File: src/rtl/inst_fetch_if.sv
// Fetch-stage bus: ROM address/data, decoder handshake, branch redirect and status.
// Signal directions are named from the fetch stage's point of view.
interface inst_fetch_if;
    logic        i_start;
    logic [7:0]  o_inst_address;
    logic [9:0]  i_inst_in;
    logic [9:0]  o_inst_out;
    logic        o_inst_valid;
    logic        i_inst_ready;
    logic        i_branch_taken;
    logic [7:0]  i_branch_target;
    logic        o_halted;
    logic [15:0] o_fetch_count;

    modport slave (
        input  i_start, i_inst_in, i_inst_ready, i_branch_taken, i_branch_target,
        output o_inst_address, o_inst_out, o_inst_valid, o_halted, o_fetch_count
    );

    modport master (
        output i_start, i_inst_in, i_inst_ready, i_branch_taken, i_branch_target,
        input  o_inst_address, o_inst_out, o_inst_valid, o_halted, o_fetch_count
    );
endinterface

File: src/rtl/inst_fetch.sv
// Instruction fetch stage: PC, instruction register with valid/ready handoff,
// branch redirect, halt detection and saturating issue counter.
//
// state   | meaning
// S_IDLE  | after reset, waiting for Start
// S_RUN   | fetching one word per cycle when the decoder keeps up
// S_HALTED| halt word fetched, fetch stopped until Start
module inst_fetch #(
    parameter logic [7:0] RESET_PC = 8'd0,
    parameter logic [3:0] HALT_OP  = 4'b0001
) (
    input  logic         i_clk,
    input  logic         i_rst_n,
    inst_fetch_if.slave  bus
);

    typedef enum logic [1:0] {
        S_IDLE   = 2'd0,
        S_RUN    = 2'd1,
        S_HALTED = 2'd2
    } state_t;

    state_t      r_state;
    state_t      w_state_nxt;

    logic [7:0]  r_pc;
    logic [9:0]  r_inst_out;
    logic        r_inst_valid;
    logic        r_halted;
    logic [15:0] r_fetch_count;

    logic [7:0]  w_pc_nxt;
    logic [9:0]  w_inst_out_nxt;
    logic        w_inst_valid_nxt;
    logic        w_halted_nxt;
    logic [15:0] w_fetch_count_nxt;

    logic        w_load;
    logic        w_is_halt;
    logic [15:0] w_count_inc;

    assign w_load      = !r_inst_valid || bus.i_inst_ready;
    assign w_is_halt   = (bus.i_inst_in[9:6] == HALT_OP);
    assign w_count_inc = (r_fetch_count == 16'hFFFF) ? r_fetch_count : r_fetch_count + 16'd1;

    always_ff @(posedge i_clk or negedge i_rst_n) begin
        if (!i_rst_n) begin
            r_state <= S_IDLE;
        end else begin
            r_state <= w_state_nxt;
        end
    end

    always_comb begin
        w_state_nxt = r_state;
        case (r_state)
            S_IDLE: begin
                if (bus.i_start) begin
                    w_state_nxt = S_RUN;
                end
            end
            S_RUN: begin
                // A redirect wins over a halt word sitting on the ROM bus.
                if (!bus.i_branch_taken && w_load && w_is_halt) begin
                    w_state_nxt = S_HALTED;
                end
            end
            S_HALTED: begin
                if (bus.i_start) begin
                    w_state_nxt = S_RUN;
                end
            end
            default: w_state_nxt = S_IDLE;
        endcase
    end

    always_comb begin
        w_pc_nxt          = r_pc;
        w_inst_out_nxt    = r_inst_out;
        w_inst_valid_nxt  = r_inst_valid;
        w_halted_nxt      = r_halted;
        w_fetch_count_nxt = r_fetch_count;
        case (r_state)
            S_IDLE: begin
                if (bus.i_start) begin
                    w_pc_nxt          = RESET_PC;
                    w_inst_valid_nxt  = 1'b0;
                    w_halted_nxt      = 1'b0;
                    w_fetch_count_nxt = 16'd0;
                end
            end
            S_RUN: begin
                if (bus.i_branch_taken) begin
                    w_pc_nxt         = bus.i_branch_target;
                    w_inst_valid_nxt = 1'b0;
                end else if (w_load) begin
                    w_inst_out_nxt    = bus.i_inst_in;
                    w_inst_valid_nxt  = 1'b1;
                    w_fetch_count_nxt = w_count_inc;
                    if (w_is_halt) begin
                        w_halted_nxt = 1'b1;
                    end else begin
                        w_pc_nxt = r_pc + 8'd1;
                    end
                end
            end
            S_HALTED: begin
                if (bus.i_start) begin
                    w_pc_nxt          = RESET_PC;
                    w_inst_valid_nxt  = 1'b0;
                    w_halted_nxt      = 1'b0;
                    w_fetch_count_nxt = 16'd0;
                end else if (bus.i_inst_ready) begin
                    w_inst_valid_nxt = 1'b0;
                end
            end
            default: begin
                w_inst_valid_nxt = 1'b0;
            end
        endcase
    end

    always_ff @(posedge i_clk or negedge i_rst_n) begin
        if (!i_rst_n) begin
            r_pc          <= RESET_PC;
            r_inst_out    <= 10'b0;
            r_inst_valid  <= 1'b0;
            r_halted      <= 1'b0;
            r_fetch_count <= 16'd0;
        end else begin
            r_pc          <= w_pc_nxt;
            r_inst_out    <= w_inst_out_nxt;
            r_inst_valid  <= w_inst_valid_nxt;
            r_halted      <= w_halted_nxt;
            r_fetch_count <= w_fetch_count_nxt;
        end
    end

    assign bus.o_inst_address = r_pc;
    assign bus.o_inst_out     = r_inst_out;
    assign bus.o_inst_valid   = r_inst_valid;
    assign bus.o_halted       = r_halted;
    assign bus.o_fetch_count  = r_fetch_count;

endmodule

File: src/flat_wrapper.sv
// flat-port wrapper written by rule: the top's interface ports become plain ports
module inst_fetch_flat 
#(
    parameter logic [7:0] RESET_PC = 8'd0,
    parameter logic [3:0] HALT_OP  = 4'b0001
)
  (i_clk, i_rst_n, bus_i_start, bus_i_inst_in, bus_i_inst_ready, bus_i_branch_taken, bus_i_branch_target, bus_o_inst_address, bus_o_inst_out, bus_o_inst_valid, bus_o_halted, bus_o_fetch_count);
  inst_fetch_if bus_i ();
  input  logic i_clk;
  input  logic i_rst_n;
  input wire logic [$bits(bus_i.i_start)-1:0] bus_i_start;
  input wire logic [$bits(bus_i.i_inst_in)-1:0] bus_i_inst_in;
  input wire logic [$bits(bus_i.i_inst_ready)-1:0] bus_i_inst_ready;
  input wire logic [$bits(bus_i.i_branch_taken)-1:0] bus_i_branch_taken;
  input wire logic [$bits(bus_i.i_branch_target)-1:0] bus_i_branch_target;
  output wire logic [$bits(bus_i.o_inst_address)-1:0] bus_o_inst_address;
  output wire logic [$bits(bus_i.o_inst_out)-1:0] bus_o_inst_out;
  output wire logic [$bits(bus_i.o_inst_valid)-1:0] bus_o_inst_valid;
  output wire logic [$bits(bus_i.o_halted)-1:0] bus_o_halted;
  output wire logic [$bits(bus_i.o_fetch_count)-1:0] bus_o_fetch_count;
  assign bus_i.i_start = bus_i_start;
  assign bus_i.i_inst_in = bus_i_inst_in;
  assign bus_i.i_inst_ready = bus_i_inst_ready;
  assign bus_i.i_branch_taken = bus_i_branch_taken;
  assign bus_i.i_branch_target = bus_i_branch_target;
  assign bus_o_inst_address = bus_i.o_inst_address;
  assign bus_o_inst_out = bus_i.o_inst_out;
  assign bus_o_inst_valid = bus_i.o_inst_valid;
  assign bus_o_halted = bus_i.o_halted;
  assign bus_o_fetch_count = bus_i.o_fetch_count;
  inst_fetch #(.RESET_PC(RESET_PC), .HALT_OP(HALT_OP)) u_core (.i_clk(i_clk), .i_rst_n(i_rst_n), .bus(bus_i));
endmodule
File: config.mk
export PLATFORM = sky130hd
export DESIGN_NAME = inst_fetch_flat
export DESIGN_NICKNAME = d
export VERILOG_FILES = /design/src/rtl/inst_fetch_if.sv /design/src/rtl/inst_fetch.sv /design/src/flat_wrapper.sv
export SDC_FILE = /design/constraint.sdc
export NUM_CORES = 1
export LEC_CHECK = 0
export ABC_AREA = 1
export CORE_ASPECT_RATIO = 0.7
export CORE_MARGIN = 2
export CORE_UTILIZATION = 25
export CTS_CLUSTER_SIZE = 12
export DETAILED_ROUTE_END_ITERATION = 10
export GPL_TIMING_DRIVEN = 0
export REMOVE_ABC_BUFFERS = 1
export SYNTH_ARGS = -nofsm -noshare
export SYNTH_HDL_FRONTEND = slang
export SYNTH_SLANG_ARGS = --single-unit
File: constraint.sdc
create_clock -name i_clk -period 3.72 [get_ports i_clk]
set_input_delay 0.372 -clock i_clk [delete_from_list [all_inputs] [get_ports i_clk]]
set_output_delay 0.372 -clock i_clk [all_outputs]
set_load 0.005 [all_outputs]
# After elaboration in Yosys (flattened, before gate mapping)
# Cells that the tools add are included.
# totals
reg_bits,38
out_inout_bits,36
word_cells,60
# op_classes
add_sub_neg,2
n_eq_ne,14
n_mux,23
bitwise,1
reduce_logical,14
# ops
operator,n
two-way mux 16 bit,4
two-way mux 8 bit,4
one-hot mux 16 bit (2 select lines),1
"adder 16 x 1 -> 16 bit, second input constant",1
"== test 16 bit, second input constant",1
one-hot mux 8 bit (2 select lines),1
AND reduction 5 bit,2
"adder 8 x 1 -> 8 bit, second input constant",1
two-way mux 1 bit,8
"inequality test 2 x 1 -> 1 bit, second input constant",4
"inequality test 2 bit, second input constant",3
"inequality test 3 bit, second input constant",2
AND reduction 3 bit,2
"== test 4 x 1 -> 1 bit, second input constant",1
two-way mux 2 bit,2
one-hot mux 2 bit (2 select lines),1
AND reduction 4 bit,1
"inequality test 3 x 2 -> 1 bit, second input constant",1
one-hot mux 1 bit (3 select lines),1
"== test 2 x 1 -> 1 bit, second input constant",1
"== test 2 bit, second input constant",1
logical AND 1 bit,2
zero test 1 bit,2
zero test 2 bit,1
other kinds (6),6

# Depth between registers and ports, before layout
# depth
word_depth,6
ltp_mapped,10

# Least setup slack after synthesis
# OpenSTA, ideal clock, no wires.
# synth_timing
path_type,flip-flop to flip-flop
from,reg u_core.r_fetch_count[0] (netlist: u_core.bus.o_fetch_count[0])
to,reg u_core.r_fetch_count[5] (netlist: u_core.bus.o_fetch_count[5])
setup_ns,0.122
arrival_time_ns,1.355
required_ns,3.598
slack_ns,2.244
stages_incl_launch_ff,10
n_path_buf,1
period_less_slack_ns,1.476
path_cell_list,dfrtp_1 ha_1 nand2_2 nor2_4 nand2_4 nor2_8 nand2_4 nand3_2 buf_6 o21ai_2
# synth_via
elab_chain_len,5
elab_cells_between_ends,8
# synth_rtl
element,line,text
start: declaration,inst_fetch.sv:30,logic [15:0] r_fetch_count;
start signal: assignment,inst_fetch.sv:135,r_fetch_count <= w_fetch_count_nxt;
adder 16 x 1 -> 16 bit,inst_fetch.sv:44,assign w_count_inc = (r_fetch_count == 16'hFFFF) ? r_fetch_count : r_fetch_count + 16'd1;
two-way mux 16 bit,inst_fetch.sv:44,
two-way mux 16 bit,inst_fetch.sv:96,end else if (w_load) begin
two-way mux 16 bit,inst_fetch.sv:93,if (bus.i_branch_taken) begin
one-hot mux 16 bit (2 select lines),inst_fetch.sv:83,case (r_state)
# Parallel ways exist; a longest one is shown, timed or not. The select of a mux whose other input is x is not followed.
# A chain may end at the register's enable or synchronous reset.

# Worst setup path after layout
# layout_timing
from,in bus_i_branch_taken
to,reg u_core.r_fetch_count[0] (netlist: u_core.bus.o_fetch_count[0])
# layout_via
elab_chain_len,2
# layout_rtl
element,line,text
start: declaration,flat_wrapper.sv:14,input wire logic [$bits(bus_i.i_branch_taken)-1:0] bus_i_branch_taken;
inequality test 2 bit (no source line),-,
AND reduction 5 bit (no source line),-,
# Every way passes these cells.

==> flow_metrics.env <==
export IMPL_share_clk_of_total_power_pct=31.1
export IMPL_grt_antenna_before_repair=0
export IMPL_irDropWorstVdd_v=0.000184
export IMPL_fillerInstances=904
export IMPL_max_freq_ghz=0.473
export IMPL_htree_levels=2
export IMPL_number_of_buffers_created_by_cts=5
export IMPL_yosys_register_bits=38
export IMPL_grt_max_degree=27
export IMPL_post_drt_wl_per_cell_um=11.5
export IMPL_multi_input_area_um2=1130
export IMPL_synthesis_instances=283
export IMPL_finish_net_count=370
export IMPL_numClockSinks=38
export IMPL_p_leak_nw=1.40
export IMPL_critical_path_startpoint_type="primary input"
export IMPL_initial_core_utilization_pct=26.0
export IMPL_num_rows=28
export IMPL_clock_path_buffers=2
export IMPL_route_vias_total=1955
export IMPL_muxShareOfSynthArea_pct=0
export IMPL_post_dp_cell_area_um2=2920
export IMPL_globalRouteMet3Util_pct=3.41
export IMPL_final_seq_area_um2=951
export IMPL_final_hold_violation_count=0
export IMPL_die_h_um=82.8
export IMPL_via_per_inst=4.20
export IMPL_design_area_um2=3080
export IMPL_clk_insertion_delay_late_ns=0.28
export IMPL_synth_compound_area_share_pct=10.4
export IMPL_most_common_layout_cells="sky130_fd_sc_hd__nand2_1, sky130_fd_sc_hd__clkdlybuf4s50_1, sky130_fd_sc_hd__dfrtp_1"
export IMPL_timing_final_crit_share_pct=56.8
export IMPL_setup_tns_ns=0
export IMPL_final_wtd_congestion=0.811
export IMPL_final_antenna_violating_net_count=0
export IMPL_grt_met1_usage_pct=17.2
export IMPL_report_power_total_mw=1.41
export IMPL_synth_top_family_by_area="simple AND/OR/NAND/NOR gates"
export IMPL_mostFrequentLayoutCell="sky130_fd_sc_hd__nand2_1"
export IMPL_chipWidth_um=117
export IMPL_synth_simple_gate_area_share_pct=35.5
export IMPL_global_route_overflow_total=0
export IMPL_grt_use_total_pct=11.9
export IMPL_synthArstFlopShare_pct=100
export IMPL_yosys_area_share_xor_xnor_pct=3.95
export IMPL_cp_arrival_ns=2.30
export IMPL_floorplan_io_pins=59
export IMPL_antenna_cells_inserted=0
export IMPL_initialDrtViolationCount=123
export IMPL_die_area_um2=9640
export IMPL_max_cap_violations=0
export IMPL_comb_power_share_pct=28.5
export IMPL_setup_repair_after_global_routing_missed_its_margin="no"
export IMPL_p_seq_share_pct=40.3
export IMPL_synth_seq_area_share_pct=42.9
export IMPL_hp_class="flip-flop to flip-flop"
export IMPL_synth_edff_count=0
export IMPL_netSwitchingPower_mw=0.437
export IMPL_detail_route_wirelength_um=5360
export IMPL_worst_ep_required_ns=3.91
export IMPL_area_growth_synth_to_final_pct=39.0
export IMPL_crit_path_end_kind="flip-flop"
export IMPL_1st_pass_router_iterations=4
export IMPL_fraction_of_final_layout_cells_sized_beyond_drive_strength_1_pct=11.0
export IMPL_slew_violations=0
export IMPL_vias_in_the_first_global_route=1827
export IMPL_ys_flop_type="sky130_fd_sc_hd__dfrtp_1"
export IMPL_synthAdderAreaFrac_pct=1.13
export IMPL_netlist_cell_type_count=30
export IMPL_timing_critical_path_fanout_max=15
export IMPL_place_port_buffers=58
export IMPL_avg_inst_size_synth_um2=7.83
export IMPL_relSlewSlack_pct=71.6
export IMPL_coreArea_um2=8510
export IMPL_globalRouteMet2Util_pct=17.1
export IMPL_clkSlewWorstSetupHoldPaths_ns=0.06
export IMPL_clock_skew_ns=0.00505
export IMPL_clockRootBuffer="sky130_fd_sc_hd__clkbuf_16"
export IMPL_yosys_warnings=0
export IMPL_post_cts_resized_instances=0
export IMPL_timing_worst_setup_path_type="primary input to flip-flop"
export IMPL_wire_length_of_the_first_global_routing_pass_um=8860
export IMPL_outcome="complete, no violations"
export IMPL_worst_slew_pin_slew_ns=0.425
export IMPL_detail_route_drc_violations=0
export IMPL_grt_busiest_layer="met1"
export IMPL_netlist_area_um2=2220
export IMPL_sw_frac_of_total_pct=30.9
export IMPL_power_per_cell_area_nw_per_um2=459
export IMPL_p_int_mw=0.976
export IMPL_finalSetupViolations=0
export IMPL_dp_hpwl_um=3940
export IMPL_tritoncts="done"
export IMPL_min_period_ns=2.11
-- power by group through the flow --
stage                     registers [mW]  clock network, mW  logic (mW)
final                              0.570              0.440       0.403
after global routing               0.587              0.471       0.458
after CTS                          0.572              0.453       0.411
after detailed placement           0.578                  0       0.408
after global placement             0.578                  0       0.402
after floorplan                    0.572                  0       0.181
-- metal layers --
layer | wire [µm] | vias to the layer above
met5 | 0 | -
met4 | 42 | 0
met3 | 297 | 2
met2 | 2230 | 43
met1 | 2800 | 883
li1 | - | 1027
-- state kept, by name, summed over array words and instances, names as in the netlist --
signal,count
u_core.bus.o_fetch_count,16
u_core.bus.o_inst_out,10
u_core.bus.o_inst_address,8
u_core.r_state,2
u_core.bus.o_halted,1
u_core.bus.o_inst_valid,1
-- kinds of logic after synthesis --
kind of cell    count (synthesis)
simple gates                  167
fa+ha+maj                       2
compound gates                 37
flops                          38
xor+xnor                       10
buf+inv                        29
-- through the flow --
| step | hold WS (ns) | setup slack (ns) | instances | utilization (%) |
|---|---|---|---|---|
| after floorplan | 0.0764 | 2.18 | 278 | - |
| after global placement | 0.454 | 1.22 | 456 | 34.1 |
| after detailed placement | 0.291 | 1.27 | 457 | 34.3 |
| after CTS | 0.474 | 1.57 | 466 | 36.2 |
| after global routing | 0.508 | 1.41 | 466 | 36.2 |
| final | 0.468 | 1.61 | 466 | 36.2 |
-- final timing paths --
path                                           from                            to  slack (ns)  cells after the start
max in group asynchronous                   i_rst_n  u_core.bus.o_fetch_count[13]        2.74                      3
setup / recovery                 bus_i_branch_taken   u_core.bus.o_fetch_count[0]        1.61                      8
hold / removal             u_core.bus.o_inst_out[2]      u_core.bus.o_inst_out[2]        0.47                      2
min in group asynchronous                   i_rst_n   u_core.bus.o_fetch_count[3]        0.52                      2
setup reg to reg                  u_core.r_state[0]   u_core.bus.o_fetch_count[0]        1.82                      6
hold reg to reg            u_core.bus.o_inst_out[2]      u_core.bus.o_inst_out[2]        0.47                      2
-- cell type report --
| cell class | instances | share of cell area, % |
|---|---|---|
| timing repair buffer | 60 | 19.7 |
| inverter | 24 | 3.01 |
| tap | 120 | 4.87 |
| clock buffer | 6 | 4.51 |
| clock inverter | 2 | 0.406 |
| multi-input combinational | 216 | 36.7 |
| sequential | 38 | 30.9 |
-- worst max-delay path, stage by stage --
cell and delay (ns):
sky130_fd_sc_hd__clkdlybuf4s50_1 0.50, sky130_fd_sc_hd__inv_2 0.24, sky130_fd_sc_hd__nand2_2 0.14, sky130_fd_sc_hd__nor2_8 0.19, sky130_fd_sc_hd__inv_4 0.13, sky130_fd_sc_hd__nand2_8 0.10
sky130_fd_sc_hd__nand3_2 0.33, sky130_fd_sc_hd__o21ai_0 0.28
-- cells in the mapped netlist, types with 2 or more instances --
cell type | count | area share [%]
sky130_fd_sc_hd__nor2_8 | 2 | 1.8
sky130_fd_sc_hd__o21ai_1 | 3 | 0.68
sky130_fd_sc_hd__o21bai_1 | 2 | 0.68
sky130_fd_sc_hd__nand2_8 | 2 | 1.8
sky130_fd_sc_hd__dfrtp_1 | 38 | 43
sky130_fd_sc_hd__nor2_4 | 2 | 1.0
sky130_fd_sc_hd__nand2_2 | 3 | 0.85
sky130_fd_sc_hd__nand2_1 | 100 | 17
sky130_fd_sc_hd__nand2_4 | 3 | 1.5
sky130_fd_sc_hd__o21ai_0 | 20 | 4.5
sky130_fd_sc_hd__inv_1 | 21 | 3.6
sky130_fd_sc_hd__xor2_1 | 7 | 2.8
sky130_fd_sc_hd__nand3_1 | 15 | 3.4
sky130_fd_sc_hd__o21ai_2 | 11 | 4.3
sky130_fd_sc_hd__xnor2_1 | 3 | 1.2
sky130_fd_sc_hd__inv_2 | 2 | 0.34
sky130_fd_sc_hd__nand4_1 | 5 | 1.4
sky130_fd_sc_hd__nor2_1 | 30 | 5.1
sky130_fd_sc_hd__nand3b_1 | 2 | 0.68
sky130_fd_sc_hd__ha_1 | 2 | 1.1
-- what timing repair did --
| item | CTS | global route |
|---|---|---|
| endpoints found under the hold margin | 12 | 0 |
| hold buffers | 1 | 0 |
| setup endpoints to repair | 0 | 0 |
| buffers inserted | 0 | 0 |
(Power assumes the default switching activity.)
==> variant, RTL diff (config.mk and constraints unchanged) <==
Re-encode `state_t` (3 states) as one-hot, 3 bits wide.
--- a/src/rtl/inst_fetch.sv
+++ b/src/rtl/inst_fetch.sv
@@ -14,10 +14,10 @@
     inst_fetch_if.slave  bus
 );
 
-    typedef enum logic [1:0] {
-        S_IDLE   = 2'd0,
-        S_RUN    = 2'd1,
-        S_HALTED = 2'd2
+    typedef enum logic [2:0] {
+        S_IDLE   = 3'b001,
+        S_RUN    = 3'b010,
+        S_HALTED = 3'b100
     } state_t;
 
     state_t      r_state;
Formal check against the unedited RTL: no difference found for any inputs over 10 cycles, from zero or initial values and one cycle with i_rst_n low; not proved beyond that.
==> variant against the unedited design <==
  * Critical path depth decreased by 1
  * Synthesized area up 5.2%
  * Sequential cell count grew 1
  * Final area grew 4.5%
  * Worst setup slack improved by 230 ps
  * Fmax rose by 12%
  * Routed wire length grew 9.9%
  * Worst hold slack got worse by 450 ps
  * Critical endpoint is now u_core.bus.o_fetch_count[2]$_DFFE_PN0P_
  * Largest cell class unchanged
Power is not compared: it rests on default switching activity, and its combinational part moved more than twofold at a synthesized area within 25%.
==> variant: results (changes against the unedited design) <==
Outcome: finished clean
Hold WS: 14.30 ps (-453.5 ps)
GRT Total Usage: 12.32% (+0.43 points)
Top post-synthesis cells by area: dfrtp_1 (41%), nand2_1 (16%), nor2_1 (6.8%), o21ai_0 (4.5%), nand2_2 (3.5%)
Detail Placement HPWL: 4381 µm (+11%)
Grt met3 use: 2.921% (-0.49 points)
First-iteration detailed-routing DRC count: 112 (-8.9%)
Drt via density: 4.341 (+3.5%)
CP arrival: 2100 ps (-200 ps)
Reg2reg path depth: 8 (+2)
Worst reg2reg endpoint: u_core.bus.o_fetch_count[2]$_DFFE_PN0P_
Pin count of the biggest net entering global routing: 25 (-7.4%)
Placer Congestion: 0.8243 (+1.6%)
Final-stage net count: 390 (+5.4%)
R2R setup slack: 1950 ps (+130 ps)
Crit-path max FO: 16 (+1)
Synth Instances: 304 (+7.4%)
Post-Place Cells: 482 (+5.5%)
Post-DR wirelength/cell: 12.02 µm (+4.5%)
F_max: 0.5299 GHz (+12%)
Share of layout cells above drive strength 1: 14.21% (+3.2 points)
Crit path largest cell delay: 600 ps (+100 ps)
GR Layer Usage met2: 18.76% (+1.7 points)
CP delay by family, top: simple AND/OR/NAND/NOR gates
Met2 wire length: 2520 µm (+13%)
Post-DP Area: 0.003045 mm² (+4.3%)
Fin cells: 490 (+5.2%)
Max-slew headroom: 64.44% (-7.2 points)
Clock Skew: 4.988 ps (-0.06095 ps)
Worst Hold Class: primary input to async pin
Setup slack after placement: 1523 ps (+251.3 ps)
First-pass GRT wire length: 10,160 µm (+15%)
## variant: cell count changes after synthesis, sizes merged, moves of 7 or more
cell / delta
nand2: +7
o21ai: -13
nor2: +14
mux2: +7
## variant: power groups by stage
| stage | clock [µW] | combinational, µW | sequential, µW |
|---|---|---|---|
| floorplan | 0 | 529 | 667 |
| finish | 502 | 926 | 667 |
| detailed placement | 0 | 945 | 674 |
| global route | 538 | 1040 | 689 |
| CTS | 519 | 946 | 668 |
| global placement | 0 | 925 | 668 |
## variant: cell type report
class | count | area [µm²]
Fill cell | 947 | 5852
Multi-Input combinational cell | 233 | 1216
Sequential cell | 39 | 977.2
Timing Repair Buffer | 59 | 595.6
Tap cell | 124 | 155.1
Clock buffer | 6 | 138.9
Inverter | 27 | 101.3
Clock inverter | 2 | 35.03
## variant: cells by family after synthesis
family	share of synthesized area [%]
AO/OA/AOI/OAI	7.354
flip-flops	41.92
XOR/XNOR	1.503
AND/OR/NAND/NOR	37.57
multiplexers	4.670
buffers and inverters	5.904
adder cells (fa/ha/maj)	1.073
